## src/rtl/seg14_scan_decoder_if.sv

```systemverilog
// Display bus between a 14-segment scan driver (master) and its receivers (slave):
// one-hot digit select plus the segment pattern of the selected digit.
interface seg14_scan_decoder_if #(
    parameter int DIGITS = 12,
    parameter int SEG_W  = 14
);
    logic [DIGITS-1:0] sel;
    logic [SEG_W-1:0]  segm;

    modport master (output sel, output segm);
    modport slave  (input  sel, input  segm);
endinterface

```

## src/rtl/seg14_scan_decoder.sv

```systemverilog
// Loopback monitor for the 12-digit 14-segment scan bus: validates scan order, decodes
// patterns to ASCII and commits whole frames. `define SEG_ERR_CNT_EN adds err_count.
module seg14_scan_decoder #(
    parameter int DIGITS = 12,
    parameter int SEG_W  = 14
) (
    input  logic                 clk,
    input  logic                 rst_n,
    seg14_scan_decoder_if.slave  bus,
    input  logic [3:0]           rd_addr,
    output logic [7:0]           rd_data,
    output logic                 frame_done,
    output logic                 frame_valid,
    output logic                 frame_stable,
    output logic                 sel_err
`ifdef SEG_ERR_CNT_EN
    ,
    output logic [7:0]           err_count
`endif
);

    localparam logic [7:0] SPACE = 8'h20;

    typedef enum logic [1:0] {SYNC, CAPT, COMMIT} state_t;

    function automatic logic [7:0] decode_char(input logic [SEG_W-1:0] p);
        case (p)
            14'b11101111000000: return 8'h41; // A
            14'b11110001010010: return 8'h42; // B
            14'b10011100000000: return 8'h43; // C
            14'b11110000010010: return 8'h44; // D
            14'b10011110000000: return 8'h45; // E
            14'b10001110000000: return 8'h46; // F
            14'b10111101000000: return 8'h47; // G
            14'b01101111000000: return 8'h48; // H
            14'b00011100000000: return 8'h4C; // L
            14'b01101100100100: return 8'h4E; // N
            14'b11111100000000: return 8'h4F; // O
            14'b11001111000000: return 8'h50; // P
            14'b10110111000000: return 8'h53; // S
            14'b10000000010010: return 8'h54; // T
            14'b01111100000000: return 8'h55; // U
            14'b00000000000000: return SPACE;
            default:            return 8'h3F; // ?
        endcase
    endfunction

    state_t              state_q, state_d;
    logic [DIGITS-1:0]   sel_q, sel_d;
    logic [SEG_W-1:0]    segm_q, segm_d;
    logic [3:0]          expect_q, expect_d;
    logic [3:0]          last_idx_q, last_idx_d;
    logic [7:0]          shadow_q [DIGITS];
    logic [7:0]          shadow_d [DIGITS];
    logic [7:0]          committed_q [DIGITS];
    logic [7:0]          committed_d [DIGITS];
    logic [7:0]          rd_data_q, rd_data_d;
    logic                frame_done_q, frame_done_d;
    logic                frame_valid_q, frame_valid_d;
    logic                frame_stable_q, frame_stable_d;
    logic                sel_err_q, sel_err_d;

    logic [3:0]          idx;
    logic [3:0]          ones;
    logic                sel_ok;
    logic                is_first;
    logic [7:0]          char_now;
    logic                same_frame;
    logic                start_frame;
    logic                write_idx;
    logic                bad_sample;

    // Index of the registered select; a zero or multi-hot select is rejected via ones.
    always_comb begin
        idx  = '0;
        ones = '0;
        for (int i = 0; i < DIGITS; i++) begin
            if (sel_q[i]) begin
                idx  = 4'(i);
                ones = ones + 4'd1;
            end
        end
        sel_ok     = (ones == 4'd1);
        is_first   = (sel_q == DIGITS'(1));
        char_now   = decode_char(segm_q);
        same_frame = 1'b1;
        for (int i = 0; i < DIGITS; i++) begin
            if (shadow_q[i] != committed_q[i]) same_frame = 1'b0;
        end
    end

    always_comb begin
        // NOTE: every signal gets its hold value first, so no path through this block can infer a latch.
        sel_d          = bus.sel;
        segm_d         = bus.segm;
        state_d        = state_q;
        expect_d       = expect_q;
        last_idx_d     = last_idx_q;
        shadow_d       = shadow_q;
        committed_d    = committed_q;
        frame_done_d   = 1'b0;
        frame_valid_d  = frame_valid_q;
        frame_stable_d = frame_stable_q;
        sel_err_d      = 1'b0;
        start_frame    = 1'b0;
        write_idx      = 1'b0;
        bad_sample     = 1'b0;

        unique case (state_q)
            SYNC: start_frame = is_first;
            CAPT: begin
                if (!sel_ok) begin
                    bad_sample = 1'b1;
                end else if (idx == last_idx_q) begin
                    write_idx = 1'b1;
                end else if (idx == expect_q) begin
                    write_idx  = 1'b1;
                    expect_d   = expect_q + 4'd1;
                    last_idx_d = idx;
                    if (idx == 4'(DIGITS - 1)) state_d = COMMIT;
                end else begin
                    bad_sample = 1'b1;
                end
            end
            COMMIT: begin
                committed_d    = shadow_q;
                frame_done_d   = 1'b1;
                frame_valid_d  = 1'b1;
                frame_stable_d = same_frame && frame_valid_q;
                state_d        = SYNC;
                start_frame    = is_first;
            end
            default: state_d = SYNC;
        endcase

        if (bad_sample) begin
            sel_err_d = 1'b1;
            state_d   = SYNC;
            for (int i = 0; i < DIGITS; i++) shadow_d[i] = SPACE;
            start_frame = is_first;
        end

        if (write_idx) begin
            for (int i = 0; i < DIGITS; i++) begin
                if (idx == 4'(i)) shadow_d[i] = char_now;
            end
        end

        // A select of bit 0 always opens a frame, also right after a commit or a rejected sample.
        if (start_frame) begin
            shadow_d[0] = char_now;
            expect_d    = 4'd1;
            last_idx_d  = 4'd0;
            state_d     = (DIGITS == 1) ? COMMIT : CAPT;
        end

        rd_data_d = 8'h00;
        for (int i = 0; i < DIGITS; i++) begin
            if (rd_addr == 4'(i)) rd_data_d = committed_q[i];
        end
    end

    // NOTE: state uses non-blocking assignments so every flop samples pre-edge values.
    always_ff @(posedge clk or negedge rst_n) begin
        if (!rst_n) begin
            state_q        <= SYNC;
            sel_q          <= '0;
            segm_q         <= '0;
            expect_q       <= '0;
            last_idx_q     <= '0;
            rd_data_q      <= 8'h00;
            frame_done_q   <= 1'b0;
            frame_valid_q  <= 1'b0;
            frame_stable_q <= 1'b0;
            sel_err_q      <= 1'b0;
            // NOTE: both buffers are small register arrays and must read back as spaces after reset, so they are reset here.
            for (int i = 0; i < DIGITS; i++) begin
                shadow_q[i]    <= SPACE;
                committed_q[i] <= SPACE;
            end
        end else begin
            state_q        <= state_d;
            sel_q          <= sel_d;
            segm_q         <= segm_d;
            expect_q       <= expect_d;
            last_idx_q     <= last_idx_d;
            rd_data_q      <= rd_data_d;
            frame_done_q   <= frame_done_d;
            frame_valid_q  <= frame_valid_d;
            frame_stable_q <= frame_stable_d;
            sel_err_q      <= sel_err_d;
            shadow_q       <= shadow_d;
            committed_q    <= committed_d;
        end
    end

    assign rd_data      = rd_data_q;
    assign frame_done   = frame_done_q;
    assign frame_valid  = frame_valid_q;
    assign frame_stable = frame_stable_q;
    assign sel_err      = sel_err_q;

`ifdef SEG_ERR_CNT_EN
    logic [7:0] err_count_q, err_count_d;

    always_comb begin
        err_count_d = err_count_q;
        if (sel_err_d && (err_count_q != 8'hFF)) err_count_d = err_count_q + 8'd1;
    end

    always_ff @(posedge clk or negedge rst_n) begin
        if (!rst_n) err_count_q <= 8'h00;
        else        err_count_q <= err_count_d;
    end

    assign err_count = err_count_q;
`endif

endmodule

```

## src/flat_wrapper.sv

```systemverilog
// flat-port wrapper written by rule: the top's interface ports become plain ports
module seg14_scan_decoder_flat 
#(
    parameter int DIGITS = 12,
    parameter int SEG_W  = 14
)
  (clk, rst_n, rd_addr, rd_data, frame_done, frame_valid, frame_stable, sel_err, bus_sel, bus_segm);
  seg14_scan_decoder_if #(.DIGITS(DIGITS), .SEG_W(SEG_W)) bus_i ();
  input  logic clk;
  input  logic rst_n;
  input  logic [3:0] rd_addr;
  output logic [7:0] rd_data;
  output logic frame_done;
  output logic frame_valid;
  output logic frame_stable;
  output logic sel_err;
  input wire logic [$bits(bus_i.sel)-1:0] bus_sel;
  input wire logic [$bits(bus_i.segm)-1:0] bus_segm;
  assign bus_i.sel = bus_sel;
  assign bus_i.segm = bus_segm;
  seg14_scan_decoder #(.DIGITS(DIGITS), .SEG_W(SEG_W)) u_core (.clk(clk), .rst_n(rst_n), .bus(bus_i), .rd_addr(rd_addr), .rd_data(rd_data), .frame_done(frame_done), .frame_valid(frame_valid), .frame_stable(frame_stable), .sel_err(sel_err));
endmodule
```

## config.mk

```make
export PLATFORM = sky130hd
export DESIGN_NAME = seg14_scan_decoder_flat
export DESIGN_NICKNAME = d
export VERILOG_FILES = /design/src/rtl/seg14_scan_decoder_if.sv /design/src/rtl/seg14_scan_decoder.sv /design/src/flat_wrapper.sv
export SDC_FILE = /design/constraint.sdc
export NUM_CORES = 1
export LEC_CHECK = 0
export BUFFER_PORTS_ARGS = -buffer_cell sky130_fd_sc_hd__buf_2
export CORE_ASPECT_RATIO = 1.2
export CORE_MARGIN = 2
export CORE_UTILIZATION = 50
export DETAILED_ROUTE_END_ITERATION = 12
export PLACE_DENSITY = 0.68
export SLEW_MARGIN = 20
export SYNTH_ARGS = -nofsm -noshare
export SYNTH_HDL_FRONTEND = slang
export SYNTH_SLANG_ARGS = --single-unit
export TNS_END_PERCENT = 20
```

## constraint.sdc

```tcl
create_clock -name clk -period 11.2 [get_ports clk]
set_input_delay 1.68 -clock clk [delete_from_list [all_inputs] [get_ports clk]]
set_output_delay 1.68 -clock clk [all_outputs]
set_load 0.05 [all_outputs]
```

==> Word-level counts from Yosys, hierarchy flattened <==
Cells that the tools add are included.
{ "totals": {"reg_bits": 240, "word_cells": 210} }
{ "classes": {"add_sub_neg": 12, "eq_ne": 61, "muxes": 92, "n_reduce_logical": 11} }
{ "ops": {"columns": ["cell", "count"], "rows": [
  ["$mux W8", 25],
  ["$mux W96", 2],
  ["$eq A14 B14 Y1 const B", 11],
  ["$pmux W7 S16", 1],
  ["$mux W4", 25],
  ["$ne A8 B8 Y1", 12],
  ["$add A4 B1 Y4 const B", 11],
  ["$eq A14 B13 Y1 const B", 3],
  ["$eq A4 B3 Y1 const B", 8],
  ["$eq A4 B4 Y1 const B", 8],
  ["$mux W1", 26],
  ["$eq A4 B2 Y1 const B", 4],
  ["$mux W2", 8],
  ["$eq A14 B11 Y1 const B", 1],
  ["$logic_not A14 Y1", 1],
  ["$eq A12 B1 Y1 const B", 1],
  ["$eq A4 B1 Y1 const B", 3],
  ["$mux W3", 4],
  ["$ne A4 B1 Y1 const B", 3],
  ["$eq A4 B4 Y1", 2],
  ["$logic_not A4 Y1", 2],
  ["$reduce_bool A2 Y1", 3],
  ["$reduce_and A5 Y1", 1],
  ["$ne A4 B2 Y1 const B", 1],
  ["other kinds (10)", 10]
]} }

==> Depth between registers and ports, before layout <==
{ "logic_depth": {"ltp_word": 30, "ltp_mapped": 38, "mapped_depth_nobuf": 37} }

==> Worst setup path after synthesis <==
Ideal clock, no wire load.
{ "synth_timing": {"path_type": "register to register", "startpoint": "reg u_core.sel_q[0]", "endpoint": "reg u_core.last_idx_q[2]", "setup_time_ns": 0.128, "arrival_time_ns": 7.781, "t_required_ns": 11.072, "setup_slack_ns": 3.291, "path_stages_with_launch": 38, "period_less_slack_ns": 7.909, "cell_sequence": "dfrtp_1 -> inv_1 -> ha_1 -> xor2_4 -> ha_1 -> mux2_2 -> ha_1 -> mux2_2 -> ha_1 -> a2bb2oi_1 -> or2_2 -> ha_1 -> nor2b_1 -> nor2_1 -> ha_1 -> nand2_1 -> o21ai_0 -> o41ai_1 -> [... 2 more ...] -> nand2_1 -> o21ai_0 -> ha_1 -> a21oi_1 -> o31ai_1 -> ha_1 -> nand2b_1 -> o21a_1 -> ha_1 -> nand2_1 -> xor2_1 -> nand3_1 -> or3_4 -> a2111o_1 -> o21a_1 -> buf_6 -> a211oi_2 -> mux2_1"} }
{ "synth_via": {"elab_chain_len": 29, "elab_cells_between_ends": 35} }
{ "synth_rtl": {"columns": ["element", "line", "source"], "rows": [
  ["from (decl)", "seg14_scan_decoder.sv:49", "logic [DIGITS-1:0] sel_q, sel_d;"],
  ["from (signal assigned)", "seg14_scan_decoder.sv:183", "sel_q <= sel_d;"],
  ["$mux W1", "seg14_scan_decoder.sv:78", "if (sel_q[i]) begin"],
  ["$add A1 B1 Y2", "seg14_scan_decoder.sv:80", "ones = ones + 4'd1;"],
  ["$mux W4", "seg14_scan_decoder.sv:78", null],
  ["$add A4 B1 Y4", "seg14_scan_decoder.sv:80", null],
  ["$mux W4", "seg14_scan_decoder.sv:78", null],
  ["$add A4 B1 Y4", "seg14_scan_decoder.sv:80", null],
  ["$mux W4", "seg14_scan_decoder.sv:78", null],
  ["$add A4 B1 Y4", "seg14_scan_decoder.sv:80", null],
  ["[... 13 more ...]", null, null],
  ["$add A4 B1 Y4", "seg14_scan_decoder.sv:80", null],
  ["$mux W4", "seg14_scan_decoder.sv:78", null],
  ["$eq A4 B1 Y1", "seg14_scan_decoder.sv:83", "sel_ok = (ones == 4'd1);"],
  ["$mux W1", "seg14_scan_decoder.sv:112", "if (!sel_ok) begin"],
  ["$mux W1", "seg14_scan_decoder.sv:109", "unique case (state_q)"],
  ["$mux W1", "seg14_scan_decoder.sv:136", "if (bad_sample) begin"],
  ["$ne A2 B1 Y1 (no source line) or $reduce_bool A2 Y1 (tied branches)", null, null],
  ["$reduce_and A4 Y1 (no source line)", null, null],
  ["to (signal assigned)", "seg14_scan_decoder.sv:186", "last_idx_q <= last_idx_d;"],
  ["to (decl)", "seg14_scan_decoder.sv:52", "logic [3:0] last_idx_q, last_idx_d;"]
]} }
Parallel ways exist; a longest one is shown, timed or not.
A chain may end at the register's enable or synchronous reset.

==> impl_metrics.csv <==
group,metric,value,unit
run_status,run_status,"finished, final reports clean",
global_route,grtUsageTotal,0.2642,
setup_path,endpoint_kind,"flop",
clocking,cts_resized,0,
global_route,antenna_found_initial,0,
floorplanning,die-height,177.9,µm
floorplanning,die_w,148.9,µm
route,via_per_inst,5.925,
logic_synthesis,synth-seq-cells,240,
logic_synthesis,async_flop_share,1.000,
timing,fin_worst_skew,0.01798,ns
timing,worst_pin_slew,1.169,ns
floorplanning,rows,63,
timing,layout_worst_path_cycle_share,0.7942,
setup_path,start_kind,"flop",
clocking,clockBufferDepth,3,
logic_synthesis,yosys_warnings,0,
route,wl_per_cell,20.99,µm
setup_path,cpMostUsedCell,"ha_1",
timing,maxSlewViolCount,0,
finish,area_growth,11.20,%
route,final_antenna_net_count,0,
finish,drive_gt1_frac,0.1351,
job,max-cap-violations,0,
timing,rsz0062_at_grt,"no",
global_route,grt_max_degree,104,
worst_hold_path,hp-class,"reg2reg",
place,port_buffers,43,
timing,finalCriticalPeriod,8.896,ns
timing,slew_headroom,0.2185,
route,drt-initial-drc-count,736,
floorplanning,coreArea,24750,µm²
logic_synthesis,synth_fp_nets,1327,
logic_synthesis,yosysUniqueCellTypes,92,
clocking,numCtsBuffers,26,
pwr,power.density,153.6,nW/µm²
route,wl,34320,µm
place,dp_hpwl,23730,µm
timing,fmax,0.1124,GHz
global_route,grt_pass1_vias,9525,
logic_synthesis,avgSynthCellArea,9.827,µm²
clocking,htreeDepth,1,
floorplanning,fp.dieArea,26490,µm²
route,vias,9687,
finish,num_antenna_cells,0,
global_route,overflow,0,
clocking,post-cts-setup-buffers,0,
setup_path,cpMaxStageDelayCell,"a41oi_2",
logic_synthesis,ys_seq_area_frac,0.4791,
route,first_pass_iters,5,
setup_path,required,11.66,ns
setup_path,max_stage_delay,0.46,ns
route,post-route-drc-count,0,
timing,finalSetupViolCount,0,
timing,tns,0,ns
clocking,hold_buffers,0,
timing,hold_viol,0,
setup_path,critPathArrivalTime,9.36,ns
setup_path,worstPathMaxFanout,14,
clocking,cts_tree,"built",
clocking,clk_pin_slew,0.06,ns
floorplanning,initial_utilization,0.5090,
pwr,p_leak,6.516,nW
floorplanning,io_pins,44,
logic_synthesis,synth_edf_count,0,
place,place_congestion,0.8793,
clocking,clkSinkCount,240,
clocking,root_buffer,"clkbuf_16",
logic_synthesis,netlist_area,12600,µm²
logic_synthesis,netlist_instances,1282,
pwr,fin_total_pwr,2.152,mW
setup_path,path_class,"reg2reg",
timing,hold_ws,0.4641,ns
global_route,grt_pass1_wl,54230,µm
logic_synthesis,ys.flop_type,"dfrtp_1",
pwr,ir_drop,0.1189,mV
finish,nets,1335,
finish,final_core_util,0.5660,
clocking,insertion_delay,0.54,ns
## synthesized netlist by cell type (8+ instances only)
cell | number | area [µm²]
a22o_1 | 42 | 367.9
o2bb2ai_1 | 9 | 78.83
ha_1 | 13 | 162.7
a32o_1 | 10 | 100.1
nor3_1 | 19 | 95.09
and3_1 | 14 | 87.58
buf_2 | 8 | 40.04
nor4_1 | 13 | 81.33
mux2i_1 | 14 | 140.1
nand4_1 | 26 | 162.7
o21ai_0 | 42 | 210.2
a31oi_1 | 12 | 75.07
a22oi_1 | 19 | 142.6
buf_1 | 10 | 37.54
dfrtp_1 | 216 | 5405
nand2_1 | 312 | 1171
xor2_1 | 17 | 148.9
nand3_1 | 32 | 160.2
nor2b_1 | 13 | 81.33
o221ai_1 | 8 | 70.07
o22ai_1 | 8 | 50.05
inv_1 | 36 | 135.1
a21oi_1 | 19 | 95.09
clkbuf_1 | 46 | 172.7
mux2_2 | 10 | 112.6
xnor2_1 | 90 | 788.3
dfstp_2 | 24 | 630.6
and2_1 | 20 | 125.1
nor2_1 | 48 | 180.2
## registers in the layout, summed over array words and instances, names as in the netlist, 2 cells and up
signal and count:
u_core.rd_data 8, u_core.segm_q 14, u_core.last_idx_q 4, u_core.shadow_q 96, u_core.state_q 2, u_core.sel_q 12
u_core.expect_q 4, u_core.committed_q 96
## logic make-up after synthesis
| group | Yosys count | synth area share |
|---|---|---|
| adders and majority gates | 13 | 0.01291 |
| and+or+nand+nor | 533 | 0.1931 |
| muxes | 33 | 0.03377 |
| buffers and inverters | 108 | 0.03685 |
| AOI/OAI and AO/OA | 235 | 0.1495 |
| xor gates and xnor gates | 120 | 0.09485 |
| DFF | 240 | 0.4791 |
## cell type report
class / count / area (µm²)
repair buffers: 50 / 297.8
multi-input cells: 934 / 6106
fillers: 2167 / 10740
flip-flops and latches: 240 / 6036
clock buffers: 35 / 765.7
clock inverters: 13 / 252.7
inverters: 38 / 145.1
well taps: 325 / 406.6
## routing by layer
layer	vias to the layer above	global-route usage	part of all wire
met1	4761	0.3578	0.42
li1	4485	-	-
met4	0	0.1298	0.054
met2	354	0.4238	0.47
met5	-	0	0
met3	87	0.03008	0.057
## worst max-delay path: cells and delay by family, from the launching register on
kind / cells / cell delay, ns
adder cells (fa/ha/maj): 10 / 3.12
AO/OA/AOI/OAI: 11 / 2.25
AND/OR/NAND/NOR: 9 / 1.47
XOR/XNOR: 2 / 0.61
multiplexers: 2 / 0.57
buffers and inverters: 3 / 0.44
flip-flops: 1 / 0.37
## final timing paths
kind                                           from                     end  slack (ns)  cells past startpoint
min in group asynchronous                     rst_n  u_core.committed_q[60]        1.20                      1
worst min register to register  u_core.shadow_q[93]  u_core.committed_q[93]        0.46                      2
worst min-delay path            u_core.shadow_q[93]  u_core.committed_q[93]        0.46                      2
worst max-delay path                u_core.sel_q[0]     u_core.shadow_q[40]        2.30                     37
worst max register to register      u_core.sel_q[0]     u_core.shadow_q[40]        2.30                     37
max in group asynchronous                     rst_n      u_core.shadow_q[9]        8.69                      2
## power breakdown
group / switching (mW) / internal [mW]
Sequential: 0.0140 / 0.876
Combinational: 0.151 / 0.106
Clock: 0.366 / 0.640
## cell usage in the layout, fill, tap and decap left out, drive strengths merged, types with 24 or more instances in the layout
master,count
o21ai,42
a22o,42
inv,37
dfstp,24
xnor2,95
nand2,312
clkbuf,35
buf,50
dfrtp,216
nand4,27
nand3,32
nor2,48
## stage by stage
stage | setup slack (ns) | area, µm² | cells
2_1_floorplan | 3.291 | 12600 | 1282
3_3_place_gp | 2.674 | 12960 | 1586
3_5_place_dp | 2.361 | 12960 | 1586
4_1_cts | 2.317 | 13980 | 1634
5_1_grt | 1.762 | 14010 | 1635
6_report | 2.304 | 14010 | 1635
Power figures use the tool's default switching activity.
